<file path="src/rtl/block_lock_fsm_if.sv">
// Header/lock handshake between the RX block-sync/gearbox and the block-lock FSM.
// master: the block-sync side that presents headers and consumes slip/lock status.
// slave : the block-lock FSM itself.
interface block_lock_fsm_if #(
    parameter int HDR_WIDTH  = 2,
    parameter int STAT_WIDTH = 16
);
    logic [HDR_WIDTH-1:0]  i_hdr;
    logic                  i_hdr_valid;
    logic                  i_clear_stats;
    logic                  o_slip;
    logic                  o_block_lock;
    logic                  o_lock_lost;
    logic [STAT_WIDTH-1:0] o_slip_count;
    logic [STAT_WIDTH-1:0] o_lock_loss_count;

    modport master (
        output i_hdr, i_hdr_valid, i_clear_stats,
        input  o_slip, o_block_lock, o_lock_lost, o_slip_count, o_lock_loss_count
    );

    modport slave (
        input  i_hdr, i_hdr_valid, i_clear_stats,
        output o_slip, o_block_lock, o_lock_lost, o_slip_count, o_lock_loss_count
    );
endinterface

</file>
<file path="src/rtl/block_lock_fsm.sv">
// 64B/66B receive block-lock state machine with parametrised window size,
// invalid-header threshold, post-slip settling hold-off and saturating
// slip / lock-loss statistics. All outputs are registered.
module block_lock_fsm #(
    parameter int HDR_WIDTH      = 2,
    parameter int SH_CNT_MAX     = 64,
    parameter int SH_INVALID_MAX = 16,
    parameter int SLIP_WAIT      = 4,
    parameter int STAT_WIDTH     = 16
) (
    input  logic             i_clk,
    input  logic             i_reset_n,
    block_lock_fsm_if.slave  bus
);
    localparam int SH_W   = $clog2(SH_CNT_MAX + 1);
    localparam int INV_W  = $clog2(SH_INVALID_MAX + 1);
    localparam int WAIT_W = (SLIP_WAIT > 0) ? $clog2(SLIP_WAIT + 1) : 1;

    typedef enum logic [1:0] {
        ST_RESET_CNT = 2'd0,
        ST_TEST_SH   = 2'd1,
        ST_SLIP_WAIT = 2'd2
    } state_t;

    state_t             state_reg, state_next;
    logic [SH_W-1:0]    sh_cnt_reg, sh_cnt_next;
    logic [INV_W-1:0]   sh_invalid_cnt_reg, sh_invalid_cnt_next;
    logic [WAIT_W-1:0]  wait_cnt_reg, wait_cnt_next;
    logic               slip_reg, slip_next;
    logic               lock_reg, lock_next;
    logic               lock_lost_reg, lock_lost_next;

    // Window counters as seen by the header under test: RESET_CNT tests too,
    // but against cleared counters.
    logic [SH_W-1:0]    sh_cnt_base, sh_cnt_inc;
    logic [INV_W-1:0]   sh_invalid_base, sh_invalid_inc;
    logic [WAIT_W-1:0]  wait_cnt_inc;
    logic               hdr_ok;

    // Statistics: index 0 = slips, index 1 = lock losses.
    logic [STAT_WIDTH-1:0] stat_reg [2];
    logic                  stat_inc [2];

    generate
        if (HDR_WIDTH == 2) begin : g_hdr2
            assign hdr_ok = (bus.i_hdr == 2'b01) || (bus.i_hdr == 2'b10);
        end else begin : g_hdrn
            assign hdr_ok = ^bus.i_hdr;
        end
    endgenerate

    assign sh_cnt_base     = (state_reg == ST_RESET_CNT) ? '0 : sh_cnt_reg;
    assign sh_invalid_base = (state_reg == ST_RESET_CNT) ? '0 : sh_invalid_cnt_reg;
    assign sh_cnt_inc      = sh_cnt_base + SH_W'(1);
    assign sh_invalid_inc  = sh_invalid_base + INV_W'(1);
    assign wait_cnt_inc    = wait_cnt_reg + WAIT_W'(1);

    // Next-state and registered-output decode; slip outranks end-of-window.
    always_comb begin
        state_next          = state_reg;
        sh_cnt_next         = sh_cnt_reg;
        sh_invalid_cnt_next = sh_invalid_cnt_reg;
        wait_cnt_next       = wait_cnt_reg;
        slip_next           = 1'b0;
        lock_next           = lock_reg;
        lock_lost_next      = 1'b0;
        stat_inc[0]         = 1'b0;
        stat_inc[1]         = 1'b0;

        case (state_reg)
            ST_RESET_CNT, ST_TEST_SH: begin
                // Without a header, RESET_CNT simply clears into TEST_SH.
                sh_cnt_next         = sh_cnt_base;
                sh_invalid_cnt_next = sh_invalid_base;
                state_next          = ST_TEST_SH;
                if (bus.i_hdr_valid) begin
                    if (hdr_ok) begin
                        if (sh_cnt_inc == SH_W'(SH_CNT_MAX)) begin
                            if (sh_invalid_base == '0) begin
                                lock_next = 1'b1;
                            end
                            sh_cnt_next         = '0;
                            sh_invalid_cnt_next = '0;
                            state_next          = ST_RESET_CNT;
                        end else begin
                            sh_cnt_next = sh_cnt_inc;
                        end
                    end else if (!lock_reg || sh_invalid_inc == INV_W'(SH_INVALID_MAX)) begin
                        slip_next   = 1'b1;
                        lock_next   = 1'b0;
                        stat_inc[0] = 1'b1;
                        if (lock_reg) begin
                            lock_lost_next = 1'b1;
                            stat_inc[1]    = 1'b1;
                        end
                        sh_cnt_next         = '0;
                        sh_invalid_cnt_next = '0;
                        state_next          = (SLIP_WAIT == 0) ? ST_RESET_CNT : ST_SLIP_WAIT;
                    end else if (sh_cnt_inc == SH_W'(SH_CNT_MAX)) begin
                        sh_cnt_next         = '0;
                        sh_invalid_cnt_next = '0;
                        state_next          = ST_RESET_CNT;
                    end else begin
                        sh_cnt_next         = sh_cnt_inc;
                        sh_invalid_cnt_next = sh_invalid_inc;
                    end
                end
            end
            ST_SLIP_WAIT: begin
                if (bus.i_hdr_valid) begin
                    if (wait_cnt_inc == WAIT_W'(SLIP_WAIT)) begin
                        wait_cnt_next = '0;
                        state_next    = ST_RESET_CNT;
                    end else begin
                        wait_cnt_next = wait_cnt_inc;
                    end
                end
            end
            default: begin
                state_next = ST_RESET_CNT;
            end
        endcase
    end

    // State, window counters and status outputs.
    always_ff @(posedge i_clk) begin
        if (!i_reset_n) begin
            state_reg          <= ST_RESET_CNT;
            sh_cnt_reg         <= '0;
            sh_invalid_cnt_reg <= '0;
            wait_cnt_reg       <= '0;
            slip_reg           <= 1'b0;
            lock_reg           <= 1'b0;
            lock_lost_reg      <= 1'b0;
        end else begin
            state_reg          <= state_next;
            sh_cnt_reg         <= sh_cnt_next;
            sh_invalid_cnt_reg <= sh_invalid_cnt_next;
            wait_cnt_reg       <= wait_cnt_next;
            slip_reg           <= slip_next;
            lock_reg           <= lock_next;
            lock_lost_reg      <= lock_lost_next;
        end
    end

    genvar gi;
    generate
        for (gi = 0; gi < 2; gi++) begin : g_stat
            // Saturating event counter; an increment coinciding with clear leaves 1.
            always_ff @(posedge i_clk) begin
                if (!i_reset_n) begin
                    stat_reg[gi] <= '0;
                end else if (bus.i_clear_stats) begin
                    stat_reg[gi] <= stat_inc[gi] ? STAT_WIDTH'(1) : '0;
                end else if (stat_inc[gi] && (stat_reg[gi] != {STAT_WIDTH{1'b1}})) begin
                    stat_reg[gi] <= stat_reg[gi] + STAT_WIDTH'(1);
                end
            end
        end
    endgenerate

    assign bus.o_slip            = slip_reg;
    assign bus.o_block_lock      = lock_reg;
    assign bus.o_lock_lost       = lock_lost_reg;
    assign bus.o_slip_count      = stat_reg[0];
    assign bus.o_lock_loss_count = stat_reg[1];

endmodule
</file>
<file path="src/flat_wrapper.sv">
// flat-port wrapper written by rule: the top's interface ports become plain ports
module block_lock_fsm_flat 
#(
    parameter int HDR_WIDTH      = 2,
    parameter int SH_CNT_MAX     = 64,
    parameter int SH_INVALID_MAX = 16,
    parameter int SLIP_WAIT      = 4,
    parameter int STAT_WIDTH     = 16
)
  (i_clk, i_reset_n, bus_i_hdr, bus_i_hdr_valid, bus_i_clear_stats, bus_o_slip, bus_o_block_lock, bus_o_lock_lost, bus_o_slip_count, bus_o_lock_loss_count);
  block_lock_fsm_if #(.HDR_WIDTH(HDR_WIDTH), .STAT_WIDTH(STAT_WIDTH)) bus_i ();
  input  logic i_clk;
  input  logic i_reset_n;
  input wire logic [$bits(bus_i.i_hdr)-1:0] bus_i_hdr;
  input wire logic [$bits(bus_i.i_hdr_valid)-1:0] bus_i_hdr_valid;
  input wire logic [$bits(bus_i.i_clear_stats)-1:0] bus_i_clear_stats;
  output wire logic [$bits(bus_i.o_slip)-1:0] bus_o_slip;
  output wire logic [$bits(bus_i.o_block_lock)-1:0] bus_o_block_lock;
  output wire logic [$bits(bus_i.o_lock_lost)-1:0] bus_o_lock_lost;
  output wire logic [$bits(bus_i.o_slip_count)-1:0] bus_o_slip_count;
  output wire logic [$bits(bus_i.o_lock_loss_count)-1:0] bus_o_lock_loss_count;
  assign bus_i.i_hdr = bus_i_hdr;
  assign bus_i.i_hdr_valid = bus_i_hdr_valid;
  assign bus_i.i_clear_stats = bus_i_clear_stats;
  assign bus_o_slip = bus_i.o_slip;
  assign bus_o_block_lock = bus_i.o_block_lock;
  assign bus_o_lock_lost = bus_i.o_lock_lost;
  assign bus_o_slip_count = bus_i.o_slip_count;
  assign bus_o_lock_loss_count = bus_i.o_lock_loss_count;
  block_lock_fsm #(.HDR_WIDTH(HDR_WIDTH), .SH_CNT_MAX(SH_CNT_MAX), .SH_INVALID_MAX(SH_INVALID_MAX), .SLIP_WAIT(SLIP_WAIT), .STAT_WIDTH(STAT_WIDTH)) u_core (.i_clk(i_clk), .i_reset_n(i_reset_n), .bus(bus_i));
endmodule
</file>
<file path="config.mk">
export PLATFORM = sky130hd
export DESIGN_NAME = block_lock_fsm_flat
export DESIGN_NICKNAME = d
export VERILOG_FILES = /design/src/rtl/block_lock_fsm_if.sv /design/src/rtl/block_lock_fsm.sv /design/src/flat_wrapper.sv
export SDC_FILE = /design/constraint.sdc
export NUM_CORES = 1
export LEC_CHECK = 0
export CAP_MARGIN = 10
export CORE_UTILIZATION = 45
export CTS_CLUSTER_SIZE = 28
export DETAILED_ROUTE_END_ITERATION = 7
export PLACE_DENSITY = 0.71
export SLEW_MARGIN = 20
export SYNTH_ARGS = -nofsm -noshare
export SYNTH_HDL_FRONTEND = slang
export SYNTH_SLANG_ARGS = --single-unit
</file>
<file path="constraint.sdc">
create_clock -name i_clk -period 2.8 [get_ports i_clk]
set_clock_uncertainty 0.05 [all_clocks]
set_input_delay 0.28 -clock i_clk [delete_from_list [all_inputs] [get_ports i_clk]]
set_output_delay 0.28 -clock i_clk [all_outputs]
set_load 0.02 [all_outputs]
</file>
==> results.toml <==
[clock_tree]
ctsHoldBuffers = 0
cts_tree = "yes"
cts_root_buf = "clkbuf_8"
clockBufferDepth = 2
cts.clk_slew.worst_paths_ns = 0.09
cts_resized = 0
clock_sinks = 52
clk_latency_ns = 0.30
post-cts-setup-buffer-count = 0
numCtsBuffers = 5
cts_htree_levels = 2

[power]
p_leak_nw = 1.292
netSwitchingPower_mw = 0.4025
seqPwrFrac = 0.545
p_per_area_nw_per_um2 = 459.7
p_sw_frac = 0.2496
p_clk_frac = 0.315
combPwrFrac = 0.140
ir_drop_mv = 0.3454
p_int_mw = 1.210

[finish]
fillers = 539
utilization = 0.5787
multi_input_area_um2 = 1441
final_cell_mix = "nor2_1 (42), clkdlybuf4s50_1 (40), edfxtp_1 (32)"
num-nets-final = 354
largest_register_ffs = 32
design_area_um2 = 3507
antenna_cells = 0
instances_no_fill = 417
seq_area_um2 = 1361
drive_above_1_share = 0.08187
area_delta_synth_final_pct = 21.82
final_common_cell = "nor2_1"

[global_route]
grt_pass1_wl_um = 9246
grt_usage = 0.1804
grt_pass1_vias = 2080
grt_antenna_before_repair = 0
grt_max_degree = 17
grt.overflow.total = 0

[critical_path]
start_kind = "flip-flop"
crit_arrival_ns = 2.61
worst-r2r-setup-slack_ns = 0.40
critical_path.cell_chain = "or2_2, nand2_1, inv_1, ha_1, o211ai_1, nor2_1, a211oi_2, and2_1, a22o_1"
critical_path.top_delay_family = "simple AND/OR/NAND/NOR gates"
path_class = "reg -> reg"
critPathCaptureType = "flip-flop"
slowest_stage = "a211oi_2"
reg2reg_from = "u_core.state_reg[1]"
cp_max_fo = 12
crit_buf_inv = 1
reg2regPathDepth = 9
worstReg2RegEnd = "u_core.sh_cnt_reg[1]"
slowest_delay_ns = 0.52
required_ns = 3.01

[sta]
grt_setup_unrepaired = "no"
fmax_ghz = 0.4164
hold_ws_ns = 0.4660
slew_viol_final = 0
tns_ns = 0
setup_viol = 0
period_needed_ns = 2.401
fin_crit_sh = 0.8576
slew_headroom = 0.5408
finalHoldViolCount = 0
tightest_slew_ns = 0.6792

[worst_hold_path]
min-delay-path-class = "reg -> reg"
hold_end = "u_core.sh_cnt_reg[6]"
hold_start = "u_core.sh_cnt_reg[6]"
hold_depth = 2

[floorplan]
die_w_um = 81.99
rows = 28
start_util = 0.4750
io_pins = 41
coreArea_um2 = 6061
dieArea_um2 = 6722
die_y_um = 81.99

[synth]
yosysSeqAreaShare = 0.4728
async_flop_share = 0
synth_nets = 307
ys_seq_elements = 52
synth_edf_count = 32
syn_area_um2 = 2879
synth-warning-count = 0
syn_area_per_cell_um2 = 9.793
synth_ff_type = "edfxtp_1"
synth_cell_types = 52
synthCells = 294

[drt]
drt-initial-drc-count = 134
drt_drc_violations_left = 0
vias = 2235
totalWireLength_um = 5636
dr.pass1.iters = 4
viasPerCell = 5.360
avgRoutedWirePerCell_um = 13.52
drtAntennaViolNets = 0

[place]
gp_congestion = 0.8317
dpl.hpwl_um = 4161
port_buffers = 40
dpl-instance-area_um2 = 3396
place_inst = 409

[job]
maxCapViolCount = 0

[outcome]
run_status = "finished clean"
[routing by layer]
metal	vias up	track usage	wire [um]
li1	1137	-	-
met1	1044	0.2334	2673
met2	47	0.3008	2667
met3	7	0.03333	219
met4	0	0.06140	75
met5	-	0	0
[worst register-to-register path, cell delays in order, from the launching register on]
cell and delay (ns):
dfxtp_1 0.31, or2_2 0.40, nand2_1 0.15, inv_1 0.06
ha_1 0.24, o211ai_1 0.15, nor2_1 0.11, a211oi_2 0.52
and2_1 0.23, a22o_1 0.14
[Yosys cell counts (all sizes together) (7+ instances only)]
library cell / n / area [um2]
nor2: 43 / 168.9
edfxtp: 32 / 960.9
nand2: 30 / 112.6
xor2: 22 / 200.2
dfxtp: 20 / 400.4
nand3: 19 / 95.09
and3: 11 / 68.82
xnor2: 10 / 87.58
and2: 9 / 56.30
inv: 9 / 33.78
o21ai: 8 / 43.79
ha: 7 / 87.58
[cell families after synthesis]
logic type	synth area share
AND/OR/NAND/NOR	0.2707
flip-flops	0.4728
AO/OA/AOI/OAI	0.09604
XOR/XNOR	0.09996
buffers and inverters	0.02651
adder cells (fa/ha/maj)	0.03042
multiplexers	0.003477
[through the flow]
| stage | total power [mW] | setup WS [ns] |
|---|---|---|
| final | 1.612 | 0.3987 |
| after global routing | 1.674 | 0.1847 |
| after CTS | 1.627 | 0.4144 |
| after detailed placement | 1.121 | 0.2953 |
| after global placement | 1.118 | 0.3457 |
| after floorplan | 1.022 | 0.02219 |
[cell type report]
cell class                      count  share of cell area
Timing Repair Buffer               47              0.1327
Clock inverter                      3             0.01213
Sequential cell                    52              0.3882
Tap cell                           75             0.02676
Clock buffer                        5             0.01962
Inverter                            9            0.009633
Multi-Input combinational cell    226              0.4110
[power by group through the flow]
stage	combinational, mW	clock [mW]	sequential [mW]
2_1_floorplan	0.0952	0	0.927
6_report	0.226	0.508	0.878
3_3_place_gp	0.224	0	0.895
4_1_cts	0.226	0.523	0.878
5_1_grt	0.245	0.545	0.883
3_5_place_dp	0.225	0	0.896
[worst max path at each step]
stage | slack (ns) | start | to | depth (start not counted)
after floorplan | 0.02 | u_core.state_reg[0] | u_core.stat_reg[0][0] | 10
after global placement | 0.35 | bus_i_hdr[0] | u_core.stat_reg[1][10] | 7
after detailed placement | 0.30 | bus_i_hdr[0] | u_core.stat_reg[1][10] | 7
after CTS | 0.41 | u_core.state_reg[1] | u_core.sh_cnt_reg[1] | 8
after global routing | 0.18 | u_core.state_reg[1] | u_core.sh_cnt_reg[3] | 9
final | 0.40 | u_core.state_reg[1] | u_core.sh_cnt_reg[1] | 9
(Power assumes the default switching activity.)
